===== src/rtl/div_pkg.sv =====
// Shared types and constants for the iterative RV32M divider.
package div_pkg;

  localparam int unsigned DIV_W     = 32;
  localparam int unsigned DIV_ITERS = 32;
  localparam int unsigned CNT_W     = $clog2(DIV_ITERS);

  localparam logic [DIV_W-1:0] DIV_ALL_ONES = 32'hFFFF_FFFF;
  localparam logic [DIV_W-1:0] DIV_MIN_INT  = 32'h8000_0000;

  // Encodings match funct3[1:0]
  typedef enum logic [1:0] {
    DIV_OP_DIV  = 2'b00,
    DIV_OP_DIVU = 2'b01,
    DIV_OP_REM  = 2'b10,
    DIV_OP_REMU = 2'b11
  } div_op_e;

  typedef enum logic [2:0] {
    ST_IDLE = 3'd0,
    ST_PREP = 3'd1,
    ST_ITER = 3'd2,
    ST_FIX  = 3'd3,
    ST_DONE = 3'd4
  } div_state_e;

  function automatic logic op_is_signed(input logic [1:0] op);
    return (op == DIV_OP_DIV) || (op == DIV_OP_REM);
  endfunction

  function automatic logic op_is_rem(input logic [1:0] op);
    return (op == DIV_OP_REM) || (op == DIV_OP_REMU);
  endfunction

endpackage


===== src/rtl/div_sign_unit.sv =====
// Conditional two's-complement negate: abs in PREP, sign restore in FIX.
module div_sign_unit
  import div_pkg::*;
(
  input  logic             neg,
  input  logic [DIV_W-1:0] a,
  output logic [DIV_W-1:0] y
);

  assign y = neg ? (~a + DIV_W'(1)) : a;

endmodule


===== src/rtl/dsp_add32.sv =====
// 32-bit DSP adder used for the divider's trial subtraction.
module dsp_add32 (
  input  logic [31:0] a,
  input  logic [31:0] b,
  output logic [31:0] sum
);

  assign sum = a + b;

endmodule


===== src/rtl/div_iter.sv =====
// Iterative restoring divider for DIV/DIVU/REM/REMU, one quotient bit per cycle.
// Optional DIV_FAST_SPECIAL_EN: divide-by-zero and signed overflow skip the iterations.
module div_iter
  import div_pkg::*;
(
  input  logic             clk,
  input  logic             rst_n,
  input  logic             flush,
  input  logic             in_valid,
  output logic             in_ready,
  input  logic [1:0]       op,
  input  logic [DIV_W-1:0] dividend,
  input  logic [DIV_W-1:0] divisor,
  output logic             out_valid,
  input  logic             out_ready,
  output logic [DIV_W-1:0] result,
  output logic             busy
);

  div_state_e       state;
  logic [1:0]       op_r;
  logic [DIV_W-1:0] dvd_r;
  logic [DIV_W-1:0] dvs_r;
  logic [DIV_W-1:0] abs_d;
  logic [DIV_W-1:0] neg_d;
  logic [DIV_W-1:0] rem;
  logic [DIV_W-1:0] quo;
  logic [CNT_W-1:0] cnt;
  logic             sign_q;
  logic             sign_r;

  logic [DIV_W-1:0] sh;
  logic [DIV_W-1:0] sum;
  logic             ge;
  logic             is_signed;
  logic             dvs_zero;
  logic             sa_neg;
  logic             sb_neg;
  logic [DIV_W-1:0] sa_in;
  logic [DIV_W-1:0] sb_in;
  logic [DIV_W-1:0] sa_out;
  logic [DIV_W-1:0] sb_out;

  assign is_signed = op_is_signed(op_r);
  assign dvs_zero  = (dvs_r == '0);

`ifdef DIV_FAST_SPECIAL_EN
  logic ovf;
  assign ovf = is_signed && (dvd_r == DIV_MIN_INT) && (dvs_r == DIV_ALL_ONES);
`endif

  // Trial subtraction: shifted partial remainder plus -|divisor|
  assign sh = {rem[DIV_W-2:0], quo[DIV_W-1]};
  assign ge = (sh >= abs_d);

  dsp_add32 u_add (
    .a   (sh),
    .b   (neg_d),
    .sum (sum)
  );

  // Sign units take operands in PREP and quotient/remainder in FIX
  always_comb begin
    sa_in  = dvd_r;
    sa_neg = is_signed & dvd_r[DIV_W-1];
    sb_in  = dvs_r;
    sb_neg = is_signed & dvs_r[DIV_W-1];
    if (state == ST_FIX) begin
      sa_in  = quo;
      sa_neg = sign_q;
      sb_in  = rem;
      sb_neg = sign_r;
    end
  end

  div_sign_unit u_sign_a (
    .neg (sa_neg),
    .a   (sa_in),
    .y   (sa_out)
  );

  div_sign_unit u_sign_b (
    .neg (sb_neg),
    .a   (sb_in),
    .y   (sb_out)
  );

  always_ff @(posedge clk or negedge rst_n) begin
    if (!rst_n) begin
      state     <= ST_IDLE;
      in_ready  <= 1'b1;
      out_valid <= 1'b0;
      busy      <= 1'b0;
      result    <= '0;
      op_r      <= '0;
      dvd_r     <= '0;
      dvs_r     <= '0;
      abs_d     <= '0;
      neg_d     <= '0;
      rem       <= '0;
      quo       <= '0;
      cnt       <= '0;
      sign_q    <= 1'b0;
      sign_r    <= 1'b0;
    end else if (flush) begin
      state     <= ST_IDLE;
      in_ready  <= 1'b1;
      out_valid <= 1'b0;
      busy      <= 1'b0;
    end else begin
      case (state)
        ST_IDLE: begin
          if (in_valid && in_ready) begin
            op_r     <= op;
            dvd_r    <= dividend;
            dvs_r    <= divisor;
            in_ready <= 1'b0;
            busy     <= 1'b1;
            state    <= ST_PREP;
          end
        end

        ST_PREP: begin
          abs_d  <= sb_out;
          neg_d  <= ~sb_out + DIV_W'(1);
          rem    <= '0;
          quo    <= sa_out;
          // Divide-by-zero keeps an all-ones quotient regardless of dividend sign
          sign_q <= is_signed & (dvd_r[DIV_W-1] ^ dvs_r[DIV_W-1]) & ~dvs_zero;
          sign_r <= is_signed & dvd_r[DIV_W-1];
          cnt    <= CNT_W'(DIV_ITERS - 1);
          state  <= ST_ITER;
`ifdef DIV_FAST_SPECIAL_EN
          if (dvs_zero || ovf) begin
            quo    <= dvs_zero ? DIV_ALL_ONES : DIV_MIN_INT;
            rem    <= dvs_zero ? dvd_r : '0;
            sign_q <= 1'b0;
            sign_r <= 1'b0;
            state  <= ST_FIX;
          end
`endif
        end

        ST_ITER: begin
          rem <= ge ? sum : sh;
          quo <= {quo[DIV_W-2:0], ge};
          cnt <= cnt - CNT_W'(1);
          if (cnt == '0) begin
            state <= ST_FIX;
          end
        end

        ST_FIX: begin
          result    <= op_is_rem(op_r) ? sb_out : sa_out;
          out_valid <= 1'b1;
          state     <= ST_DONE;
        end

        ST_DONE: begin
          if (out_ready) begin
            out_valid <= 1'b0;
            in_ready  <= 1'b1;
            busy      <= 1'b0;
            state     <= ST_IDLE;
          end
        end

        default: begin
          state     <= ST_IDLE;
          in_ready  <= 1'b1;
          out_valid <= 1'b0;
          busy      <= 1'b0;
        end
      endcase
    end
  end

endmodule


===== config.mk =====
export PLATFORM = sky130hd
export DESIGN_NAME = div_iter
export DESIGN_NICKNAME = d
export VERILOG_FILES = /design/src/rtl/div_pkg.sv /design/src/rtl/div_sign_unit.sv /design/src/rtl/dsp_add32.sv /design/src/rtl/div_iter.sv
export SDC_FILE = /design/constraint.sdc
export NUM_CORES = 1
export LEC_CHECK = 0
export CAP_MARGIN = 20
export CORE_MARGIN = 2
export CORE_UTILIZATION = 50
export CTS_CLUSTER_DIAMETER = 80
export DETAILED_ROUTE_END_ITERATION = 8
export GPL_ROUTABILITY_DRIVEN = 0
export HOLD_SLACK_MARGIN = 0.1
export PLACE_DENSITY = 0.76
export SYNTH_ARGS = -nofsm -noshare
export SYNTH_HDL_FRONTEND = slang
export SYNTH_SLANG_ARGS = --single-unit
export TNS_END_PERCENT = 20

===== constraint.sdc =====
create_clock -name clk -period 12.1 [get_ports clk]
set_input_delay 1.815 -clock clk [delete_from_list [all_inputs] [get_ports clk]]
set_output_delay 1.815 -clock clk [all_outputs]
set_load 0.01 [all_outputs]

* Word level (Yosys, flattened, before mapping)
Index checks and enable logic that the tools add are counted.
Storage, ports and cells: register bits after elaboration 239, input port bits 71, output and inout bits 35, word-level logic and storage cells 85
Cells by class: $add $sub $neg 5, order comparisons 1, eq/ne operators 11, muxes and demuxes 26, bitwise logic cells 10, reductions and logical operators 17
Operators with widths (count):
- 32-bit 2-to-1 mux | 6
- 32-bit case mux with 2 select lines | 2
- 32-bit by 1-bit adder with 32-bit output, second input constant | 3
- 32-bit NOT | 3
- 32-bit adder | 1
- 32-bit >= comparator | 1
- 32-bit logical NOT | 1
- 3-bit case mux with 5 select lines | 1
- 3-bit 2-to-1 mux | 4
- 5-bit case mux with 2 select lines | 1
- 1-bit 2-to-1 mux | 9
- 3-bit inequality test, second input constant | 3
- 1-bit case mux with 3 select lines | 3
- 3-bit AND reduction | 3
- 2-bit AND reduction | 4
- 3-bit by 2-bit == test with 1-bit output, second input constant | 2
- 3-bit OR reduction | 2
- 5-bit logical NOT | 1
- 5-bit by 1-bit subtractor with 5-bit output, second input constant | 1
- 1-bit AND | 4
- 2-bit == test, second input constant | 2
- 2-bit by 1-bit inequality test with 1-bit output, second input constant | 2
- 3-bit by 1-bit == test with 1-bit output, second input constant | 1
- 3-bit == test, second input constant | 1
- 7 further kinds | 9

* Depth between registers and ports, before layout
Gate-level depths: netlist of the first run.
depth in word-level cells 7, mapped depth 23, depth with buffers taken out 13

* By module
Synthesis of the first run repeated with hierarchy kept, for this count alone.
Second synthesis, totals: cell total of the unflattened synthesis 1632, area total of the unflattened synthesis 15564.9 µm²
Modules (own cells, without submodules):
- div_iter | instances 1, cells each 1198, area an instance 12298.0 µm², seq. area each 5957.0 µm²
- dsp_add32 | instances 1, cells each 236, area an instance 1712.9 µm², seq. area each 0.0 µm²
- div_sign_unit | instances 2, cells each 99, area an instance 777.0 µm², seq. area each 0.0 µm²

* Worst setup path before layout of the first run
No wires, ideal clock.
path type flip-flop to flip-flop, from reg state[1], to reg neg_d[26], setup time 95 ps, arrival 5201 ps, data required time 12005 ps, slack 6803 ps, cell stages (with the launch flop) 24, path buffers 11, clock period less this slack 5297 ps, cell sequence dfrtp_1 > buf_6 > and3b_1 > buf_6 > buf_6 > buf_6 > buf_4 > buf_6 > buf_2 > buf_1 > buf_2 > mux2i_1 > ha_1 > clkbuf_1 > nor4b_1 > mux2_2 > a41oi_1 > xor2_1 > a21boi_1 > nand2_1 > or4b_1 > buf_2 > o31a_1 > o31ai_1
Between the ends: word-level cells in the longest chain between the ends 7, elaborated cells on any way between the ends 10, those cells by class add/sub: 2; eq/ne: 2; mux: 3; bitwise: 2; reduce/logical: 1
RTL lines:
- start: declaration | RTL line div_iter.sv:20 | div_state_e state;
- start signal: assignment | RTL line div_iter.sv:90 | state <= ST_IDLE;
- start signal: assignment | RTL line div_iter.sv:106 | state <= ST_IDLE;
- start signal: assignment | RTL line div_iter.sv:119 | state <= ST_PREP;
- 3-bit by 2-bit == test with 1-bit output | RTL line div_iter.sv:68 | if (state == ST_FIX) begin
- 32-bit 2-to-1 mux | RTL line div_iter.sv:68
- 32-bit NOT | RTL line div_sign_unit.sv:10 | assign y = neg ? (~a + DIV_W'(1)) : a;
- 32-bit by 1-bit adder with 32-bit output | RTL line div_sign_unit.sv:10
- 32-bit 2-to-1 mux | RTL line div_sign_unit.sv:10
- 32-bit NOT | RTL line div_iter.sv:125 | neg_d <= ~sb_out + DIV_W'(1);
- 32-bit by 1-bit adder with 32-bit output | RTL line div_iter.sv:125
- end signal: assignment | RTL line div_iter.sv:125
- end: declaration | RTL line div_iter.sv:25 | logic [DIV_W-1:0] neg_d;
Several ways; a longest one is shown, not always the timed one. A chain may end at the register's enable or synchronous reset.

* Worst setup path after layout of the first run
from reg state[2], to reg neg_d[29]
The elaborated chain is that of the path after synthesis.

==> results of run 1 <==
==> final cells by class <==
type / instances / area share
repair buffers: 120 / 0.0672
inverters: 57 / 0.0121
flip-flops and latches: 238 / 0.337
clock inverters: 8 / 0.00686
clock buffers: 39 / 0.0435
well taps: 396 / 0.0280
multi-input cells: 1313 / 0.506
==> power groups by stage <==
| stage | clock network (mW) | registers [mW] | logic (mW) |
|---|---|---|---|
| after floorplan | 0 | 1.33 | 1.31 |
| after global placement | 0 | 1.44 | 1.77 |
| after detailed placement | 0 | 1.45 | 1.82 |
| after CTS | 0.843 | 1.44 | 1.84 |
| after global routing | 0.872 | 1.49 | 2.06 |
| final | 0.836 | 1.46 | 1.86 |
==> sequential cells by signal (all words and copies together), names as in the netlist <==
name	count
sign_r	1
quo	32
rem	32
in_ready	1
abs_d	32
sign_q	1
state	3
dvd_r	32
result	32
dvs_r	32
busy	1
cnt	5
out_valid	1
neg_d	31
op_r	2
==> synth_stat cells, drive strengths merged, types with 9 or more instances <==
cell type	instances	area [µm²]
xor2	54	473
mux2	80	901
a211oi	9	67.6
o21ai	141	706
buf	29	189
clkbuf	61	229
nand2	150	563
a22oi	29	218
a21oi	119	596
or2	9	56.3
ha	68	851
a21o	27	203
o21a	23	173
nor4	27	188
xnor2	46	403
nand4	13	81.3
o211ai	9	72.6
or3	11	68.8
o31ai	22	165
and2	10	62.6
nand3	31	155
dfrtp	237	5930
inv	57	214
o22ai	10	62.6
nor2	137	517
and3	9	56.3
a31oi	23	144
mux2i	92	933
nor3	56	280
==> per-stage QoR <==
stage,hold slack [ns],util,power (mW),setup WS (ns),instance area (µm²)
2_1_floorplan,0.443,-,2.64,6.80,15500
3_3_place_gp,0.463,0.549,3.21,6.56,16800
3_5_place_dp,0.472,0.549,3.28,6.33,16800
4_1_cts,0.488,0.578,4.12,6.30,17700
5_1_grt,0.507,0.579,4.42,5.74,17700
6_report,0.487,0.579,4.16,6.15,17700
==> kinds of logic after synthesis <==
kind of cell,share of synthesized area
AND/OR/NAND/NOR,0.160
AO/OA/AOI/OAI,0.185
flip-flops,0.384
multiplexers,0.118
buffers and inverters,0.0407
XOR/XNOR,0.0564
adder cells (fa/ha/maj),0.0561
==> path summary, 6_finish.rpt <==
check | startpoint | to | slack [ns] | cells past startpoint
setup / recovery | state[2] | neg_d[29] | 6.15 | 13
hold / removal | abs_d[9] | abs_d[9] | 0.49 | 2
setup reg to reg | state[2] | neg_d[29] | 6.15 | 13
hold reg to reg | abs_d[9] | abs_d[9] | 0.49 | 2
max in group asynchronous | rst_n | quo[20] | 8.82 | 4
min in group asynchronous | rst_n | rem[4] | 1.28 | 1
==> layer usage <==
| metal | vias up | GRT usage |
|---|---|---|
| li1 | 6308 | - |
| met1 | 6537 | 0.382 |
| met2 | 663 | 0.417 |
| met3 | 119 | 0.0380 |
| met4 | 0 | 0.0813 |
| met5 | - | 0 |
==> worst min-delay path: stages, from the launching register on <==
cell and delay [ns]:
sky130_fd_sc_hd__dfrtp_1 0.34, sky130_fd_sc_hd__nand2_1 0.05, sky130_fd_sc_hd__o21ai_0 0.06
==> Implementation_results.wiki, run 1 <==
{| class="wikitable"
! Metric !! Value
|-
| Placed cell count || 2,123
|-
| Core area || 30,600 µm²
|-
| Maximum number of pins on one net before global-route repair || 100
|-
| Cell mode on critical path || sky130_fd_sc_hd__a211oi_1
|-
| Net count after synthesis || 1,838
|-
| Yosys cell types || 79
|-
| Internal cell power || 2.40 mW
|-
| H-tree Lvls || 1
|-
| Starting density of the core || 0.507
|-
| Horizontal extent of the die || 180 µm
|-
| Post-route setup TNS || 0 ns
|-
| Layout cells sized above 1 || 0.0918
|-
| Multi-input combinational cell area || 8950 µm²
|-
| Final worst path period share || 0.492
|-
| Final critical path time including I/O delays and setup || 5.95 ns
|-
| Outcome || complete, no violations
|-
| Share of power burned in the clock network || 0.201
|-
| Setup crit end kind || register
|-
| Number of CTS-inserted buffers || 27
|-
| Leading cell type in the layout, fill and taps excluded || sky130_fd_sc_hd__dfrtp_1
|-
| TritonCTS clock tree || done
|-
| Chip Height || 180 µm
|-
| Proportion of total power due to net switching || 0.423
|-
| Number of antenna violations at the first check in global routing || 0
|-
| Pwr/cell area || 235 nW/µm²
|-
| Std-Cell Rows || 64
|-
| Met2 wire length || 19,900 µm
|-
| Switching power summed over all nets || 1.76 mW
|-
| Max Clock Freq || 168 MHz
|-
| Hold buffer count at CTS || 0
|-
| All-Layer GR Usage || 0.266
|-
| Critical path buffers and inverters || 1
|-
| Detail-routed via count per cell || 6.28
|-
| Maximum fanout count along the critical path || 55
|-
| CP Data Arrival Time || 6.39 ns
|-
| Slew HR || 0.239
|-
| Leakage dissipation || 7.55 nW
|-
| ANT nets after route || 0
|-
| Number of search-and-repair iterations in the first detailed-routing pass || 6
|-
| Count of flip-flops with a built-in enable after synthesis || 0
|-
| Maximum clock path buffer count || 3
|-
| Worst-skew pair later-pin latency || 0.54 ns
|-
| Top routing layer used || met4
|-
| Family of cells with the greatest summed delay on the critical path || simple AND/OR/NAND/NOR gates
|-
| Seq/Total Area, Yosys || 0.384
|-
| Synthesis warning total || 0
|-
| Master of the slowest instance on the critical path || sky130_fd_sc_hd__and3b_4
|-
| Final-report hold violation count || 0
|-
| Slowest stage delay, CP || 0.85 ns
|-
| Number of storage elements in the synthesis netlist || 238
|-
| Final std cells w/o fill || 2,171
|-
| Critical path data required time || 12.54 ns
|-
| Drt drc || 0
|-
| Post-synthesis instance area || 15,500 µm²
|-
| First-pass GRT wire length || 70,800 µm
|-
| Clock sink count || 238
|-
| Area grow syn2layout || 14.0%
|-
| Total overflow reported by the global router || 0
|-
| Number of maximum-capacitance violations || 0
|-
| Avg Synthesized Cell Area || 9.14 µm²
|-
| CP cell instances || and3b_4 > buf_4 > mux2i_1 > ha_1 > nor4b_1 > nand3_1 > a211oi_1 > o21ai_0 > a211oi_1 > nand4_1 > or4_1 > o21a_1 > o31ai_1
|-
| Cell count after synthesis || 1,698
|-
| Root cell of the clock tree || sky130_fd_sc_hd__clkbuf_16
|-
| Worst min path class || reg -> reg
|-
| Count of input and output buffers || 105
|-
| Primary FF master, synth || sky130_fd_sc_hd__dfrtp_1
|-
| Total die area || 32,500 µm²
|-
| Storage cell area || 5960 µm²
|-
| Io pins || 106
|-
| Nets@finish || 1,897
|-
| Final setup violation count || 0
|-
| Share of power burned in combinational logic || 0.448
|-
| Peak supply drop || 0.141 mV
|-
| Post-Route M1 WL || 19,100 µm
|-
| Slew at the pin with the worst max-slew slack || 1.14 ns
|-
| Met3 layer wire length in the routed design || 3670 µm
|-
| Total Routed Length || 44,000 µm
|-
| Startpoint type of the worst setup path || register
|-
| Buffer count from post-CTS setup fixing || 0
|-
| Most frequent cells in the layout || sky130_fd_sc_hd__dfrtp_1, sky130_fd_sc_hd__nand2_1, sky130_fd_sc_hd__o21ai_0, sky130_fd_sc_hd__nor2_1, sky130_fd_sc_hd__a21oi_1
|-
| Pins Over Slew Limit || 0
|-
| Async set or reset register ratio after synthesis || 1.00
|-
| Routed len/inst || 20.3 µm
|-
| DR vias || 13,600
|-
| Number of gates resized after cts || 0
|-
| Setup repair after global routing missed its margin || no
|-
| Detail Placement HPWL || 31,700 µm
|-
| Register share of total power || 0.351
|-
| FILL cells || 2,656
|-
| Via count of the first global-routing pass || 13,200
|-
| Max Clock Skew || 0.00896 ns
|-
| Clock transition time at the flip-flop clock pins of the worst setup and hold paths || 0.06 ns
|-
| Classification of the worst setup path || reg -> reg
|-
| Antenna diode count || 0
|-
| Number of DRC markers after the initial detailed-route iteration || 1,524
|}
(Power assumes the default switching activity.)
==> run 2, diff against run 1 <==
--- a/config.mk
+++ b/config.mk
@@ -12,7 +12,7 @@
 export DETAILED_ROUTE_END_ITERATION = 8
 export GPL_ROUTABILITY_DRIVEN = 0
 export HOLD_SLACK_MARGIN = 0.1
-export PLACE_DENSITY = 0.76
+export PLACE_DENSITY = 0.79
 export SYNTH_ARGS = -nofsm -noshare
 export SYNTH_HDL_FRONTEND = slang
 export SYNTH_SLANG_ARGS = --single-unit
==> constraint.sdc (replaced) <==
create_clock -name clk -period 5.4 [get_ports clk]
set_input_delay 0.81 -clock clk [delete_from_list [all_inputs] [get_ports clk]]
set_output_delay 0.81 -clock clk [all_outputs]
set_load 0.01 [all_outputs]
==> Implementation_results.wiki, run 2 (same netlist as run 1, synthesis figures left out) <==
{| class="wikitable"
! Metric !! Value
|-
| Outcome || complete, no violations (unchanged)
|-
| DR vias || 13,600 (about the same)
|-
| Final std cells w/o fill || 2,178 (was 2,171)
|-
| Most frequent cells in the layout || sky130_fd_sc_hd__dfrtp_1, sky130_fd_sc_hd__nand2_1, sky130_fd_sc_hd__o21ai_0, sky130_fd_sc_hd__nor2_1, sky130_fd_sc_hd__a21oi_1 (unchanged)
|-
| Number of gates resized after cts || 0 (unchanged)
|-
| Count of input and output buffers || 105 (unchanged)
|-
| Number of maximum-capacitance violations || 0 (unchanged)
|-
| Drt drc || 0 (unchanged)
|-
| Detail Placement HPWL || 31,300 µm (was 31,700 µm)
|-
| Register-to-Register Path Depth || 12 (was 13)
|-
| Overall power of the completed layout || 9.23 mW (was 4.16 mW)
|-
| Io pins || 106 (unchanged)
|-
| Nets@finish || 1,904 (was 1,897)
|-
| Horizontal extent of the die || 180 µm (unchanged)
|-
| Layout cells sized above 1 || 0.0965 (was 0.0918)
|-
| Max Clock Freq || 207 MHz (was 168 MHz)
|-
| First-pass GRT wire length || 70,400 µm (was 70,800 µm)
|-
| Startpoint type of the worst setup path || register (unchanged)
|-
| Hold buffer count at CTS || 0 (unchanged)
|-
| Startpoint of the worst-slack reg-to-reg timing path || state[2] (unchanged)
|-
| Via count of the first global-routing pass || 13,000 (was 13,200)
|-
| Area grow syn2layout || 14.3% (was 14.0%)
|-
| Maximum fanout count along the critical path || 19 (was 55)
|-
| All-Layer GR Usage || 0.263 (was 0.266)
|-
| Final-report hold violation count || 0 (unchanged)
|-
| CP Data Arrival Time || 5.26 ns (was 6.39 ns)
|-
| Maximum number of pins on one net before global-route repair || 107 (was 100)
|-
| Detail-routed via count per cell || 6.27 (was 6.28)
|-
| Buffer count from post-CTS setup fixing || 0 (unchanged)
|-
| FILL cells || 2,615 (was 2,656)
|-
| Total Routed Length || 43,100 µm (was 44,000 µm)
|-
| Post-route setup TNS || 0 ns (unchanged)
|-
| Setup repair after global routing missed its margin || no (unchanged)
|-
| Final setup violation count || 0 (unchanged)
|-
| ANT nets after route || 0 (unchanged)
|-
| Total die area || 32,500 µm² (unchanged)
|-
| Slew at the pin with the worst max-slew slack || 1.05 ns (was 1.14 ns)
|-
| Total overflow reported by the global router || 0 (unchanged)
|-
| Leading cell type in the layout, fill and taps excluded || sky130_fd_sc_hd__dfrtp_1 (unchanged)
|-
| Instance area after placement || 16,900 µm² (was 16,800 µm²)
|-
| Clock transition time at the flip-flop clock pins of the worst setup and hold paths || 0.06 ns (about the same)
|-
| Leakage dissipation || 7.58 nW (was 7.55 nW)
|-
| Root cell of the clock tree || sky130_fd_sc_hd__clkbuf_16 (unchanged)
|-
| Worst min path class || in -> async (was reg -> reg)
|-
| Maximum clock path buffer count || 3 (unchanged)
|-
| Final worst path period share || 0.894 (was 0.492)
|-
| Worst-skew pair later-pin latency || 0.55 ns (was 0.54 ns)
|-
| Std-Cell Rows || 64 (unchanged)
|-
| TritonCTS clock tree || done (unchanged)
|-
| Antenna diode count || 0 (unchanged)
|-
| Peak supply drop || 0.310 mV (was 0.141 mV)
|-
| Placed cell count || 2,132 (was 2,123)
|-
| Terminus of the critical flop-to-flop path || neg_d[29] (unchanged)
|-
| Pins Over Slew Limit || 0 (unchanged)
|-
| Routed len/inst || 19.8 µm (was 20.3 µm)
|-
| Slew HR || 0.298 (was 0.239)
|-
| Cell area after layout || 17,700 µm² (about the same)
|-
| Number of DRC markers after the initial detailed-route iteration || 1,353 (was 1,524)
|-
| Final critical path time including I/O delays and setup || 4.83 ns (was 5.95 ns)
|-
| Classification of the worst setup path || reg -> reg (unchanged)
|-
| Starting density of the core || 0.507 (unchanged)
|-
| Final core utilization || 0.580 (was 0.579)
|-
| Pwr/cell area || 521 nW/µm² (was 235 nW/µm²)
|-
| Chip Height || 180 µm (unchanged)
|-
| Internal reg-to-reg setup slack || 0.57 ns (was 6.15 ns)
|-
| Setup crit end kind || register (unchanged)
|-
| Number of antenna violations at the first check in global routing || 0 (unchanged)
|-
| Critical path data required time || 5.83 ns (was 12.54 ns)
|-
| Clock sink count || 238 (unchanged)
|-
| Number of search-and-repair iterations in the first detailed-routing pass || 5 (was 6)
|-
| Max Clock Skew || 0.0202 ns (was 0.00896 ns)
|-
| Number of CTS-inserted buffers || 26 (was 27)
|-
| H-tree Lvls || 1 (unchanged)
|-
| Core area || 30,600 µm² (unchanged)
|}
[run 2: cell types whose count changed in the layout (fill, tap and decap cells not counted), sizes merged]
| cell | before | now |
|---|---|---|
| clkinv | 3 | 4 |
| clkbuf | 39 | 38 |
| buf | 16 | 24 |
| bufinv | 3 | 2 |
[run 2: final cells by class]
cell class,instances,area (µm²),area share
Timing Repair Buffer,128,1240,0.0700
Multi-Input combinational cell,1313,8950,0.505
Sequential cell,238,5960,0.336
Inverter,57,214,0.0121
Tap cell,396,495,0.0279
Clock buffer,38,777,0.0438
Clock inverter,8,96.3,0.00543
[run 2: worst max-delay path, stage by stage (launching register included)]
cell	delay, ns
sky130_fd_sc_hd__dfrtp_1	0.49
sky130_fd_sc_hd__and3b_4	0.59
sky130_fd_sc_hd__mux2i_1	0.28
sky130_fd_sc_hd__ha_1	0.35
sky130_fd_sc_hd__nor4b_1	0.39
sky130_fd_sc_hd__nand3_1	0.19
sky130_fd_sc_hd__a211oi_1	0.40
sky130_fd_sc_hd__o21ai_0	0.16
sky130_fd_sc_hd__a211oi_1	0.40
sky130_fd_sc_hd__nand4_1	0.33
sky130_fd_sc_hd__or4_1	0.67
sky130_fd_sc_hd__o21a_1	0.26
sky130_fd_sc_hd__o31ai_1	0.19
[run 2: where the power goes]
group          total, mW  internal [mW]  switching (mW)
clock network       1.82           1.09           0.732
registers           3.22           2.47           0.751
logic               4.19           1.80            2.39
total               9.23           5.36            3.88
[run 2: how the worst max path moves through the flow]
stage                   from   endpoint
CTS                 state[2]  neg_d[30]
global placement    state[2]  neg_d[29]
floorplan           state[1]  neg_d[26]
global route        state[2]  neg_d[29]
finish              state[2]  neg_d[29]
detailed placement  state[2]  neg_d[29]
[run 2: per-layer routing]
metal	wire, µm	GRT usage	vias up
li1	-	-	6326
met1	18100	0.370	6565
met2	20000	0.418	646
met3	3690	0.0384	112
met4	1390	0.0861	0
met5	0	0	-
[run 2: stage by stage]
stage	setup slack [ns]	hold slack [ns]
after floorplan	0.103	0.443
after global placement	0.923	0.462
after detailed placement	0.736	0.465
after CTS	0.670	0.265
after global routing	0.168	0.304
final	0.570	0.250
